### src/rtl/olord_ctl.sv
// ---------------------------------------------------------------------------
// olord_ctl -- parametrised overlord control for the CADR core.
//
// Collects NSRC maskable error sources into sticky per-source bits and
// remembers the index of the first error captured. Runs programmed or
// external reset/boot sequences with a stretched cpu_reset pulse. Drives
// boot_trap, err/errhalt and the statistics stop to the sequencer and spy
// logic.
//
// Optional feature: define OLORD_ERRCNT_EN to add the saturating err_count
// output and its counter logic. When it is undefined there is no err_count
// port and no counter.
//
// Ports:
//   clk        in   system clock
//   reset      in   synchronous active-high reset
//   spy_in     in   [15:0] spy write data, decoded when ldmode=1 in IDLE
//                   [7] boot, [6] reset sequence, [5] clear errors,
//                   [4] clear statstop
//   ldmode     in   spy mode-register write strobe
//   err_src    in   [NSRC-1:0] raw error sources, level, active-high
//   err_mask   in   [NSRC-1:0] 1 = source ignored for capture
//   errstop    in   enable halt on error
//   ext_boot   in   external boot request, level (rising edge acts)
//   srun       in   sequencer running, clears boot_trap
//   stat_ovf   in   statistics counter overflow
//   cpu_reset  out  reset to processor datapath, high in every RST cycle
//   boot       out  one-cycle boot strobe
//   boot_trap  out  sticky: boot occurred, sequencer not yet running
//   err        out  OR of err_vec
//   errhalt    out  errstop & err
//   err_vec    out  [NSRC-1:0] sticky per-source error bits
//   err_first  out  [IDXW-1:0] index of first captured error
//   statstop   out  sticky statistics stop
//   busy       out  sequencer not idle
//   err_count  out  [7:0] saturating error count (OLORD_ERRCNT_EN only)
// ---------------------------------------------------------------------------
`timescale 1ns/1ps
module olord_ctl #(
  parameter int NSRC       = 4,
  parameter int RST_CYCLES = 16,
  parameter int IDXW       = 4
) (
  input  logic            clk,
  input  logic            reset,
  input  logic [15:0]     spy_in,
  input  logic            ldmode,
  input  logic [NSRC-1:0] err_src,
  input  logic [NSRC-1:0] err_mask,
  input  logic            errstop,
  input  logic            ext_boot,
  input  logic            srun,
  input  logic            stat_ovf,
  output logic            cpu_reset,
  output logic            boot,
  output logic            boot_trap,
  output logic            err,
  output logic            errhalt,
  output logic [NSRC-1:0] err_vec,
  output logic [IDXW-1:0] err_first,
  output logic            statstop,
`ifdef OLORD_ERRCNT_EN
  output logic [7:0]      err_count,
`endif
  output logic            busy
);

  localparam int CW = $clog2(RST_CYCLES + 1);

  typedef enum logic [1:0] {
    S_IDLE = 2'd0,
    S_RST  = 2'd1,
    S_BOOT = 2'd2
  } state_t;

  state_t          state;
  logic [CW-1:0]   rst_cnt;
  logic            boot_pend;
  logic            ext_prev;

  logic            idle;
  logic            cmd;
  logic            ext_rise;
  logic            clr_err;
  logic            clr_stat;
  logic [NSRC-1:0] new_err;
  logic [NSRC-1:0] err_base;

  // Lowest set bit index of a source vector; 0 when the vector is empty.
  function automatic logic [IDXW-1:0] lowest_idx(input logic [NSRC-1:0] v);
    logic [IDXW-1:0] idx;
    idx = {IDXW{1'b0}};
    for (int i = NSRC - 1; i >= 0; i--) begin
      if (v[i]) begin
        idx = IDXW'(i);
      end
    end
    return idx;
  endfunction

  // Spy commands and external boot edges only act while the sequencer is idle.
  assign idle     = (state == S_IDLE);
  assign cmd      = ldmode & idle;
  assign ext_rise = ext_boot & ~ext_prev & idle;
  assign clr_err  = cmd & spy_in[5];
  assign clr_stat = cmd & spy_in[4];
  assign new_err  = err_src & ~err_mask;
  // A clear in the same cycle as a new error restarts capture from the new error.
  assign err_base = clr_err ? {NSRC{1'b0}} : err_vec;

  assign err     = |err_vec;
  assign errhalt = errstop & err;

  // Reset/boot sequencer with registered strobes.
  always_ff @(posedge clk) begin
    if (reset) begin
      state     <= S_IDLE;
      rst_cnt   <= {CW{1'b0}};
      boot_pend <= 1'b0;
      ext_prev  <= 1'b0;
      cpu_reset <= 1'b0;
      boot      <= 1'b0;
      busy      <= 1'b0;
    end else begin
      ext_prev <= ext_boot;
      case (state)
        S_IDLE: begin
          if (cmd & spy_in[6]) begin
            state     <= S_RST;
            rst_cnt   <= CW'(RST_CYCLES);
            boot_pend <= spy_in[7] | ext_rise;
            cpu_reset <= 1'b1;
            boot      <= 1'b0;
            busy      <= 1'b1;
          end else if ((cmd & spy_in[7]) | ext_rise) begin
            state     <= S_BOOT;
            cpu_reset <= 1'b0;
            boot      <= 1'b1;
            busy      <= 1'b1;
          end else begin
            state     <= S_IDLE;
            cpu_reset <= 1'b0;
            boot      <= 1'b0;
            busy      <= 1'b0;
          end
        end
        S_RST: begin
          // rst_cnt counts the RST cycles still to run, this one included.
          if (rst_cnt == CW'(1)) begin
            boot_pend <= 1'b0;
            cpu_reset <= 1'b0;
            if (boot_pend) begin
              state <= S_BOOT;
              boot  <= 1'b1;
              busy  <= 1'b1;
            end else begin
              state <= S_IDLE;
              boot  <= 1'b0;
              busy  <= 1'b0;
            end
          end else begin
            rst_cnt <= rst_cnt - CW'(1);
          end
        end
        S_BOOT: begin
          state     <= S_IDLE;
          cpu_reset <= 1'b0;
          boot      <= 1'b0;
          busy      <= 1'b0;
        end
        default: begin
          state     <= S_IDLE;
          cpu_reset <= 1'b0;
          boot      <= 1'b0;
          busy      <= 1'b0;
        end
      endcase
    end
  end

  // Sticky error capture, first-error index, statistics stop and boot trap.
  always_ff @(posedge clk) begin
    if (reset) begin
      err_vec   <= {NSRC{1'b0}};
      err_first <= {IDXW{1'b0}};
      statstop  <= 1'b0;
      boot_trap <= 1'b0;
    end else begin
      if (state == S_RST) begin
        err_vec   <= {NSRC{1'b0}};
        err_first <= {IDXW{1'b0}};
        statstop  <= 1'b0;
      end else begin
        err_vec <= err_base | new_err;
        if ((err_base == {NSRC{1'b0}}) && (new_err != {NSRC{1'b0}})) begin
          err_first <= lowest_idx(new_err);
        end else if (clr_err) begin
          err_first <= {IDXW{1'b0}};
        end else begin
          err_first <= err_first;
        end
        // Overflow wins over a clear in the same cycle.
        if (stat_ovf) begin
          statstop <= 1'b1;
        end else if (clr_stat) begin
          statstop <= 1'b0;
        end else begin
          statstop <= statstop;
        end
      end
      if (state == S_BOOT) begin
        boot_trap <= 1'b1;
      end else if (srun) begin
        boot_trap <= 1'b0;
      end else begin
        boot_trap <= boot_trap;
      end
    end
  end

`ifdef OLORD_ERRCNT_EN
  // Saturating count of cycles that raise a not-yet-captured error bit.
  always_ff @(posedge clk) begin
    if (reset) begin
      err_count <= 8'd0;
    end else if ((state == S_RST) || clr_err) begin
      err_count <= 8'd0;
    end else if (((new_err & ~err_vec) != {NSRC{1'b0}}) && (err_count != 8'd255)) begin
      err_count <= err_count + 8'd1;
    end else begin
      err_count <= err_count;
    end
  end
`endif

endmodule

### config.mk
export PLATFORM = sky130hd
export DESIGN_NAME = olord_ctl
export DESIGN_NICKNAME = d
export VERILOG_FILES = /design/src/rtl/olord_ctl.sv
export SDC_FILE = /design/constraint.sdc
export NUM_CORES = 1
export LEC_CHECK = 0
export CAP_MARGIN = 10
export CELL_PAD_IN_SITES_DETAIL_PLACEMENT = 2
export CELL_PAD_IN_SITES_GLOBAL_PLACEMENT = 2
export CORE_ASPECT_RATIO = 1.25
export CORE_MARGIN = 3
export CORE_UTILIZATION = 19
export CTS_CLUSTER_SIZE = 10
export DETAILED_ROUTE_END_ITERATION = 10
export PLACE_DENSITY_LB_ADDON = 0.08
export SLEW_MARGIN = 0
export SYNTH_ARGS = -nofsm -noshare
export SYNTH_HDL_FRONTEND = slang
export SYNTH_SLANG_ARGS = --single-unit
### constraint.sdc
create_clock -name clk -period 1.4 [get_ports clk]
set_input_delay 0.42 -clock clk [delete_from_list [all_inputs] [get_ports clk]]
set_output_delay 0.42 -clock clk [all_outputs]
set_load 0.1 [all_outputs]
==> results of run 1 <==
## power by group
part           switching [mW]  internal, mW  total [mW]
clock                   0.178         0.202       0.380
combinational           0.498         0.388       0.886
sequential             0.0477         0.588       0.636
## worst min-delay path by stage
| stage | cells past startpoint | slack [ps] | start | endpoint |
|---|---|---|---|---|
| after floorplan | 1 | 490 | reset | ext_prev$_SDFF_PP0_ |
| after global placement | 2 | 490 | boot_trap$_SDFFE_PP0P_ | boot_trap$_SDFFE_PP0P_ |
| after detailed placement | 2 | 500 | boot_trap$_SDFFE_PP0P_ | boot_trap$_SDFFE_PP0P_ |
| after CTS | 2 | 510 | boot_trap$_SDFFE_PP0P_ | boot_trap$_SDFFE_PP0P_ |
| after global routing | 2 | 570 | boot_trap$_SDFFE_PP0P_ | boot_trap$_SDFFE_PP0P_ |
| final | 2 | 510 | boot_trap$_SDFFE_PP0P_ | boot_trap$_SDFFE_PP0P_ |
## through the flow
stage          setup WS [ps]  cell area (µm²)  setup TNS [ps]
4_1_cts                 -490             1780           -1940
5_1_grt                 -512             1800           -2530
3_5_place_dp            -350             1660           -4530
6_report                -474             1800           -1660
3_3_place_gp            -337             1660           -4030
2_1_floorplan           -488             1000           -1220
## area by class of cell
cell class / count / area [µm²]
Fill cell: 508 / 2760
Timing Repair Buffer: 61 / 672
Multi-Input combinational cell: 81 / 593
Sequential cell: 19 / 402
Tap cell: 58 / 72.6
Clock buffer: 4 / 45.0
Inverter: 3 / 13.8
## layout by cell type, fill, tap and decap left out, types with 2 or more instances in the layout
cell,instances
sky130_fd_sc_hd__buf_6,2
sky130_fd_sc_hd__dfxtp_4,5
sky130_fd_sc_hd__nand3_1,2
sky130_fd_sc_hd__nor2_1,12
sky130_fd_sc_hd__nand2_2,2
sky130_fd_sc_hd__mux2i_1,2
sky130_fd_sc_hd__clkdlybuf4s50_1,17
sky130_fd_sc_hd__and2_4,2
sky130_fd_sc_hd__dfxtp_2,2
sky130_fd_sc_hd__buf_4,28
sky130_fd_sc_hd__nor3_1,4
sky130_fd_sc_hd__buf_12,13
sky130_fd_sc_hd__dfxtp_1,12
sky130_fd_sc_hd__a21oi_1,11
sky130_fd_sc_hd__nand2_1,3
sky130_fd_sc_hd__a21oi_2,2
sky130_fd_sc_hd__o211ai_1,2
sky130_fd_sc_hd__ha_4,2
sky130_fd_sc_hd__nor3_2,3
sky130_fd_sc_hd__conb_1,2
sky130_fd_sc_hd__nand2b_1,4
sky130_fd_sc_hd__nor2b_1,6
sky130_fd_sc_hd__clkbuf_8,3
## tightest hold or removal path: stages, from the launching register on
cell	delay, ps
sky130_fd_sc_hd__dfxtp_1	340
sky130_fd_sc_hd__nand2b_1	80
sky130_fd_sc_hd__a21oi_1	60
## cells by family after synthesis
kind of cell               count (synthesis)  synth area share [%]
and+or+nand+nor                           49                  29.7
xor gates and xnor gates                   1                 0.949
muxes                                      2                  2.17
buffers and inverters                      9                  4.61
adders and majority gates                  2                  2.71
DFF                                       19                  41.2
AOI/OAI and AO/OA                         25                  18.3
other                                      1                 0.406
## layer usage
| metal | part of all wire (%) | routed length, µm |
|---|---|---|
| met1 | 37 | 1180 |
| met2 | 59 | 1910 |
| met3 | 2.8 | 91 |
| met4 | 1.4 | 46 |
| met5 | 0 | 0 |
## timing repair
action / CTS / global route
hold buffers: 0 / 0
buffers inserted: 6 / 0
gates resized for setup: 12 / 7
pin swaps: 6 / 7
setup endpoints to repair: 13 / 14
==> implementation parameters, run 1 <==
Parameter                              Value

Status
  Outcome    finished, violations left
  Violations in the final reports    negative setup slack

Logic synthesis
  Number of synthesized flops with an enable pin    0
  Sequential fraction of the synthesis area    41.2%
  Total of flip-flops plus latches after synthesis    19
  Yosys cell types    36
  Most frequent cell after synthesis    sky130_fd_sc_hd__dfxtp_1
  Most frequently used flop master after synthesis    sky130_fd_sc_hd__dfxtp_1
  Ranking of synthesized cells by instance count    19 x sky130_fd_sc_hd__dfxtp_1, 13 x sky130_fd_sc_hd__a21oi_1, 13 x sky130_fd_sc_hd__nor2_1
  Mean area per synthesized cell    8.55 µm²
  Mapped Cells    108
  Yosys Warn Count    0
  Ys async rst share    0%
  Syn Std Cell Area    923 µm²
  Cell types occupying the most area after synthesis    sky130_fd_sc_hd__dfxtp_1 41%, sky130_fd_sc_hd__a21oi_1 7.0%, sky130_fd_sc_hd__nor2_1 5.3%, sky130_fd_sc_hd__nor2b_1 4.1%, sky130_fd_sc_hd__nor3_1 3.8%
  Cell taking the most area after synthesis    sky130_fd_sc_hd__dfxtp_1
  Fraction of post-synthesis cell area in the top cell type by area    41.2%

CTS
  H-Tree Level Count    1
  Maximum count of clock buffers along a single path    2
  Number of sinks on the clock net    19
  Number of CTS-inserted buffers    3
  Reg clk slew, reported paths    70 ps
  Clock tree from TritonCTS    yes
  Insertion delay to the later sink of the worst-skew pair    250 ps
  CTS root buffer    sky130_fd_sc_hd__clkbuf_8

Layout
  Antenna diodes    0
  Flip-flop count of the largest register after layout    5
  Biggest regs    rst_cnt (5), err_vec (4), err_first (2)
  Count of nets after finishing    202
  Layout cell share with drive strength beyond 1    45.2%
  Layout Cells excl Fill    226
  Layout overhead on the synthesized area    94.7%
  Reg with most FFs    rst_cnt
  Core utilization of the finished layout    39.4%

Setup path
  Library cell contributing the largest single delay on the critical path    sky130_fd_sc_hd__or4_4
  Cells traversed along the worst timing path    or4_4 -> buf_4 -> buf_12
  Endpoint of the most critical register-to-register path    err_first[1]$_SDFFE_PP0P_
  Critical Path Sink    err
  CP bufs+invs    2
  RR Startpoint    err_vec[0]$_SDFF_PP0_
  Biggest fanout along the worst timing path    2
  Worst Path Required    980 ps
  Worst reg2reg setup slack    -150 ps
  Endpoint kind of the worst setup timing path    output pin
  Crit path DAT    1450 ps
  Worst-case reg-to-reg path depth    5
  Kind of start point of the critical path    flip-flop
  Crit path kind    flip-flop to output pin
  Number of cells on the critical path    3
  Worst stage delay on the critical path    530 ps
  Cell family with most CP delay    simple AND/OR/NAND/NOR gates
  Origin of the worst setup path    err_vec[0]$_SDFF_PP0_

Flow run
  Total of max-cap violations    0

GRT
  Met1 Resource Use GR    12.8%
  Met3 Usage GRT    1.89%
  GR Layer Usage met2    24.5%
  Number of global-route vias before repair    1161
  First-pass GRT wire length    5490 µm
  Number of antenna violations at the first check in global routing    0
  Overflow left after global routing    0
  All-Layer GR Usage    12.6%
  Pin count of the biggest net entering global routing    11
  Layer with the highest usage    met2

Power and ir drop
  Total power divided by cell area    1060 mW/mm²
  Worst voltage drop across the vdd grid    0.404 mV
  Leakage component of the power    0.717 nW
  Power after layout    1.90 mW

Detailed routing
  Count of unresolved DRC violations after routing    0
  First-iteration detailed-routing DRC count    16
  Overall routed net length    3230 µm
  ANT nets after route    0
  Vias    1016
  Drt wl/cell    14.3 µm
  Mean number of vias per cell    4.50
  First-pass detailed-route iteration total    2

Placed design
  HPWL reported at the end of detailed placement    2670 µm
  Final weighted congestion of routability-driven global placement    0.738
  Placed cell count    218
  IO Port Bufs    31

Timing
  Setup repair after global routing missed its margin    true
  Setup-violating endpoint count in the final report    11
  Hold Slack    512 ps
  Number of max-slew violations in the final report    0
  Final min period    1870 ps
  Final-report hold violation count    0
  Maximum operating frequency    534 MHz
  Period utilisation layout    134%
  Final worst slack    -474 ps
  Clock skew    4.33 ps

Floorplanning
  FP Rows    27
  Initial standard-cell utilization of the core    20.2%
  Die span in y    83.9 µm
  Width of the die    68.4 µm
  Ports    46
  Total core area    0.00456 mm²
  Die area    0.00574 mm²

Worst hold path
  Tightest Hold Check Type    flip-flop to flip-flop
No activity file was read; power rests on OpenSTA's default activity.
==> run 2: changes to the inputs <==
Settings changed: ABC_AREA from default to 1, CORE_MARGIN 3 to 2, CORE_UTILIZATION 19 to 22.
Clock period 1.4 ns to 2.2 ns, I/O delays scaled along.
==> run 2 against run 1 <==
Compared with the run above: the run now ends clean; combinational power decreased by 51%; synthesized cell count increased by 21%; area after synthesis increased by 3.9%; largest cell class is now multi-input combinational cells; largest power group unchanged; highest routed layer unchanged.
==> implementation parameters, run 2 <==
Parameter                              Value

CTS
  Number of hold buffers added after cts    0
  Reg clk slew, reported paths    80 ps
  Maximum count of clock buffers along a single path    2
  Number of cells upsized or downsized after cts    0
  Insertion delay to the later sink of the worst-skew pair    250 ps
  Clock tree from TritonCTS    yes
  H-Tree Level Count    1
  Number of sinks on the clock net    19
  # Post-CTS Setup Buffers    0
  Number of CTS-inserted buffers    3
  CTS root buffer    sky130_fd_sc_hd__clkbuf_8

Layout
  Layout overhead on the synthesized area    46.5%
  Final instance area    0.00141 mm²
  Highest-count cells in the layout ignoring fill and taps    29 x sky130_fd_sc_hd__nand2_1, 20 x sky130_fd_sc_hd__inv_1, 18 x sky130_fd_sc_hd__clkdlybuf4s50_1
  Fillers    489
  Flip-flop count of the largest register after layout    5
  Most common cell after layout, fill and taps aside    sky130_fd_sc_hd__nand2_1
  Reg with most FFs    rst_cnt
  Antenna diodes    0
  Count of nets after finishing    200
  Biggest regs    rst_cnt (5), err_vec (4), err_first (2)
  Layout Cells excl Fill    222
  Layout cell share with drive strength beyond 1    22.3%

Detailed routing
  First-pass detailed-route iteration total    3
  Overall routed net length    2890 µm
  Mean number of vias per cell    4.32
  First-iteration detailed-routing DRC count    8
  ANT nets after route    0
  Vias    959
  Count of unresolved DRC violations after routing    0
  Drt wl/cell    13.0 µm

GRT
  Met1 Resource Use GR    13.3%
  GR Layer Usage met2    24.7%
  First-pass GRT wire length    4970 µm
  Layer with the highest usage    met2
  Pin count of the biggest net entering global routing    12
  Overflow left after global routing    0
  All-Layer GR Usage    12.8%
  Met3 Usage GRT    2.61%
  Number of global-route vias before repair    1034
  Number of antenna violations at the first check in global routing    0

Power and ir drop
  Total power divided by cell area    767 mW/mm²
  Leakage component of the power    0.631 nW
  Worst voltage drop across the vdd grid    0.278 mV

Logic synthesis
  Yosys Warn Count    0
  Number of synthesized flops with an enable pin    0
  Most frequently used flop master after synthesis    sky130_fd_sc_hd__dfxtp_1
  Total of flip-flops plus latches after synthesis    19
  Mean area per synthesized cell    7.33 µm²
  Most frequent cell after synthesis    sky130_fd_sc_hd__nand2_1
  Yosys cell types    23
  Mapped Cells    131
  Syn Std Cell Area    960 µm²
  Ranking of synthesized cells by instance count    30 x sky130_fd_sc_hd__nand2_1, 20 x sky130_fd_sc_hd__inv_1, 19 x sky130_fd_sc_hd__dfxtp_1
  Ys async rst share    0%
  Sequential fraction of the synthesis area    39.6%
  Cell types occupying the most area after synthesis    sky130_fd_sc_hd__dfxtp_1 40%, sky130_fd_sc_hd__nand2_1 12%, sky130_fd_sc_hd__a21oi_1 7.8%, sky130_fd_sc_hd__inv_1 7.8%, sky130_fd_sc_hd__nand3_1 5.7%
  Fraction of post-synthesis cell area in the top cell type by area    39.6%
  Cell taking the most area after synthesis    sky130_fd_sc_hd__dfxtp_1

Setup path
  Worst reg2reg setup slack    910 ps
  Worst-case reg-to-reg path depth    7
  Worst Path Required    1540 ps
  Endpoint kind of the worst setup timing path    output pin
  Crit path DAT    1510 ps
  Kind of start point of the critical path    primary input
  Biggest fanout along the worst timing path    1
  Endpoint of the most critical register-to-register path    rst_cnt[2]$_SDFFE_PP0P_
  RR Startpoint    rst_cnt[0]$_SDFFE_PP0P_
  Crit path kind    primary input to output pin

Placed design
  Final weighted congestion of routability-driven global placement    0.800
  Placed cell count    218
  Placed Area    0.00136 mm²
  HPWL reported at the end of detailed placement    2420 µm
  IO Port Bufs    31

Timing
  Period utilisation layout    98.5%
  Setup-violating endpoint count in the final report    0
  Final min period    2170 ps
  Final-report hold violation count    0
  Maximum operating frequency    461 MHz
  Clock skew    4.36 ps
  Setup TNS    0 ps
  Setup repair after global routing missed its margin    false
  Number of max-slew violations in the final report    0

Worst hold path
  Number of cells traversed by the worst hold path    2
  Source of the worst hold timing path    boot_trap$_SDFFE_PP0P_
  Endpoint of the worst hold-timing path    boot_trap$_SDFFE_PP0P_
  Tightest Hold Check Type    flip-flop to flip-flop

Flow run
  Total of max-cap violations    0

Floorplanning
  FP Rows    26
  Initial standard-cell utilization of the core    23.2%
  Die span in y    77.8 µm
  Total core area    0.00413 mm²
  Ports    46
  Die area    0.00491 mm²
  Width of the die    63.1 µm

Status
  Outcome    completed
## run 2: cell count changes after synthesis, moves of 3 or more
cell                       delta
sky130_fd_sc_hd__nand2b_1     -4
sky130_fd_sc_hd__nor2b_1      -6
sky130_fd_sc_hd__nand2_1     +25
sky130_fd_sc_hd__nor3_1       -6
sky130_fd_sc_hd__nand3_1      +8
sky130_fd_sc_hd__clkbuf_1     -3
sky130_fd_sc_hd__inv_1       +17
## run 2: logic make-up (layout without fill, tap and decap cells)
| group | Yosys count | after routing | synth area share [%] |
|---|---|---|---|
| AOI/OAI and AO/OA | 22 | 22 | 12.8 |
| adders and majority gates | 2 | 2 | 2.61 |
| other | 1 | 2 | 0.391 |
| DFF | 19 | 19 | 39.6 |
| and+or+nand+nor | 63 | 63 | 33.6 |
| xor gates and xnor gates | 1 | 1 | 0.913 |
| buffers and inverters | 23 | 57 | 10.0 |
## run 2: worst max-delay path by stage
stage	startpoint	slack, ps	cells past startpoint	to
after global routing	errstop	4	3	errhalt
after global placement	errstop	50	3	errhalt
after floorplan	err_vec[0]$_SDFF_PP0_	90	2	errhalt
final	errstop	30	3	errhalt
after CTS	errstop	20	3	errhalt
after detailed placement	errstop	30	3	errhalt
## run 2: cell type report
type / instances / area [µm²] / area share (%)
tap: 56 / 70.1 / 4.98
multi-input combinational: 90 / 500 / 35.6
sequential: 19 / 385 / 27.4
timing repair buffer: 32 / 323 / 23.0
clock inverter: 1 / 5.00 / 0.356
clock buffer: 3 / 41.3 / 2.94
inverter: 21 / 81.3 / 5.78
## run 2: metrics by stage
stage	total power, mW	utilization (%)	hold WS (ps)	setup slack, ps
after floorplan	0.712	-	446	87.7
after global placement	0.833	32.9	457	50.9
after detailed placement	0.848	32.9	469	29.0
after CTS	1.10	34.0	482	23.4
after global routing	1.15	34.0	497	4.28
final	1.08	34.0	475	32.2
## run 2: metal layers
layer / routed length (µm) / part of all wire, %
met2: 1690 / 59
met3: 90 / 3.1
met5: 0 / 0
met4: 25 / 0.87
met1: 1080 / 37
## run 2: where the power goes
part | total (mW) | leakage, nW | internal [mW] | switching [mW]
Clock | 0.244 | 0.0255 | 0.126 | 0.118
Combinational | 0.435 | 0.448 | 0.131 | 0.304
Sequential | 0.399 | 0.158 | 0.375 | 0.0244
Total | 1.08 | 0.631 | 0.631 | 0.447
## run 2: critical path, stage by stage
cell and delay, ps:
sky130_fd_sc_hd__clkdlybuf4s50_1 460, sky130_fd_sc_hd__a21boi_4 190, sky130_fd_sc_hd__buf_12 190
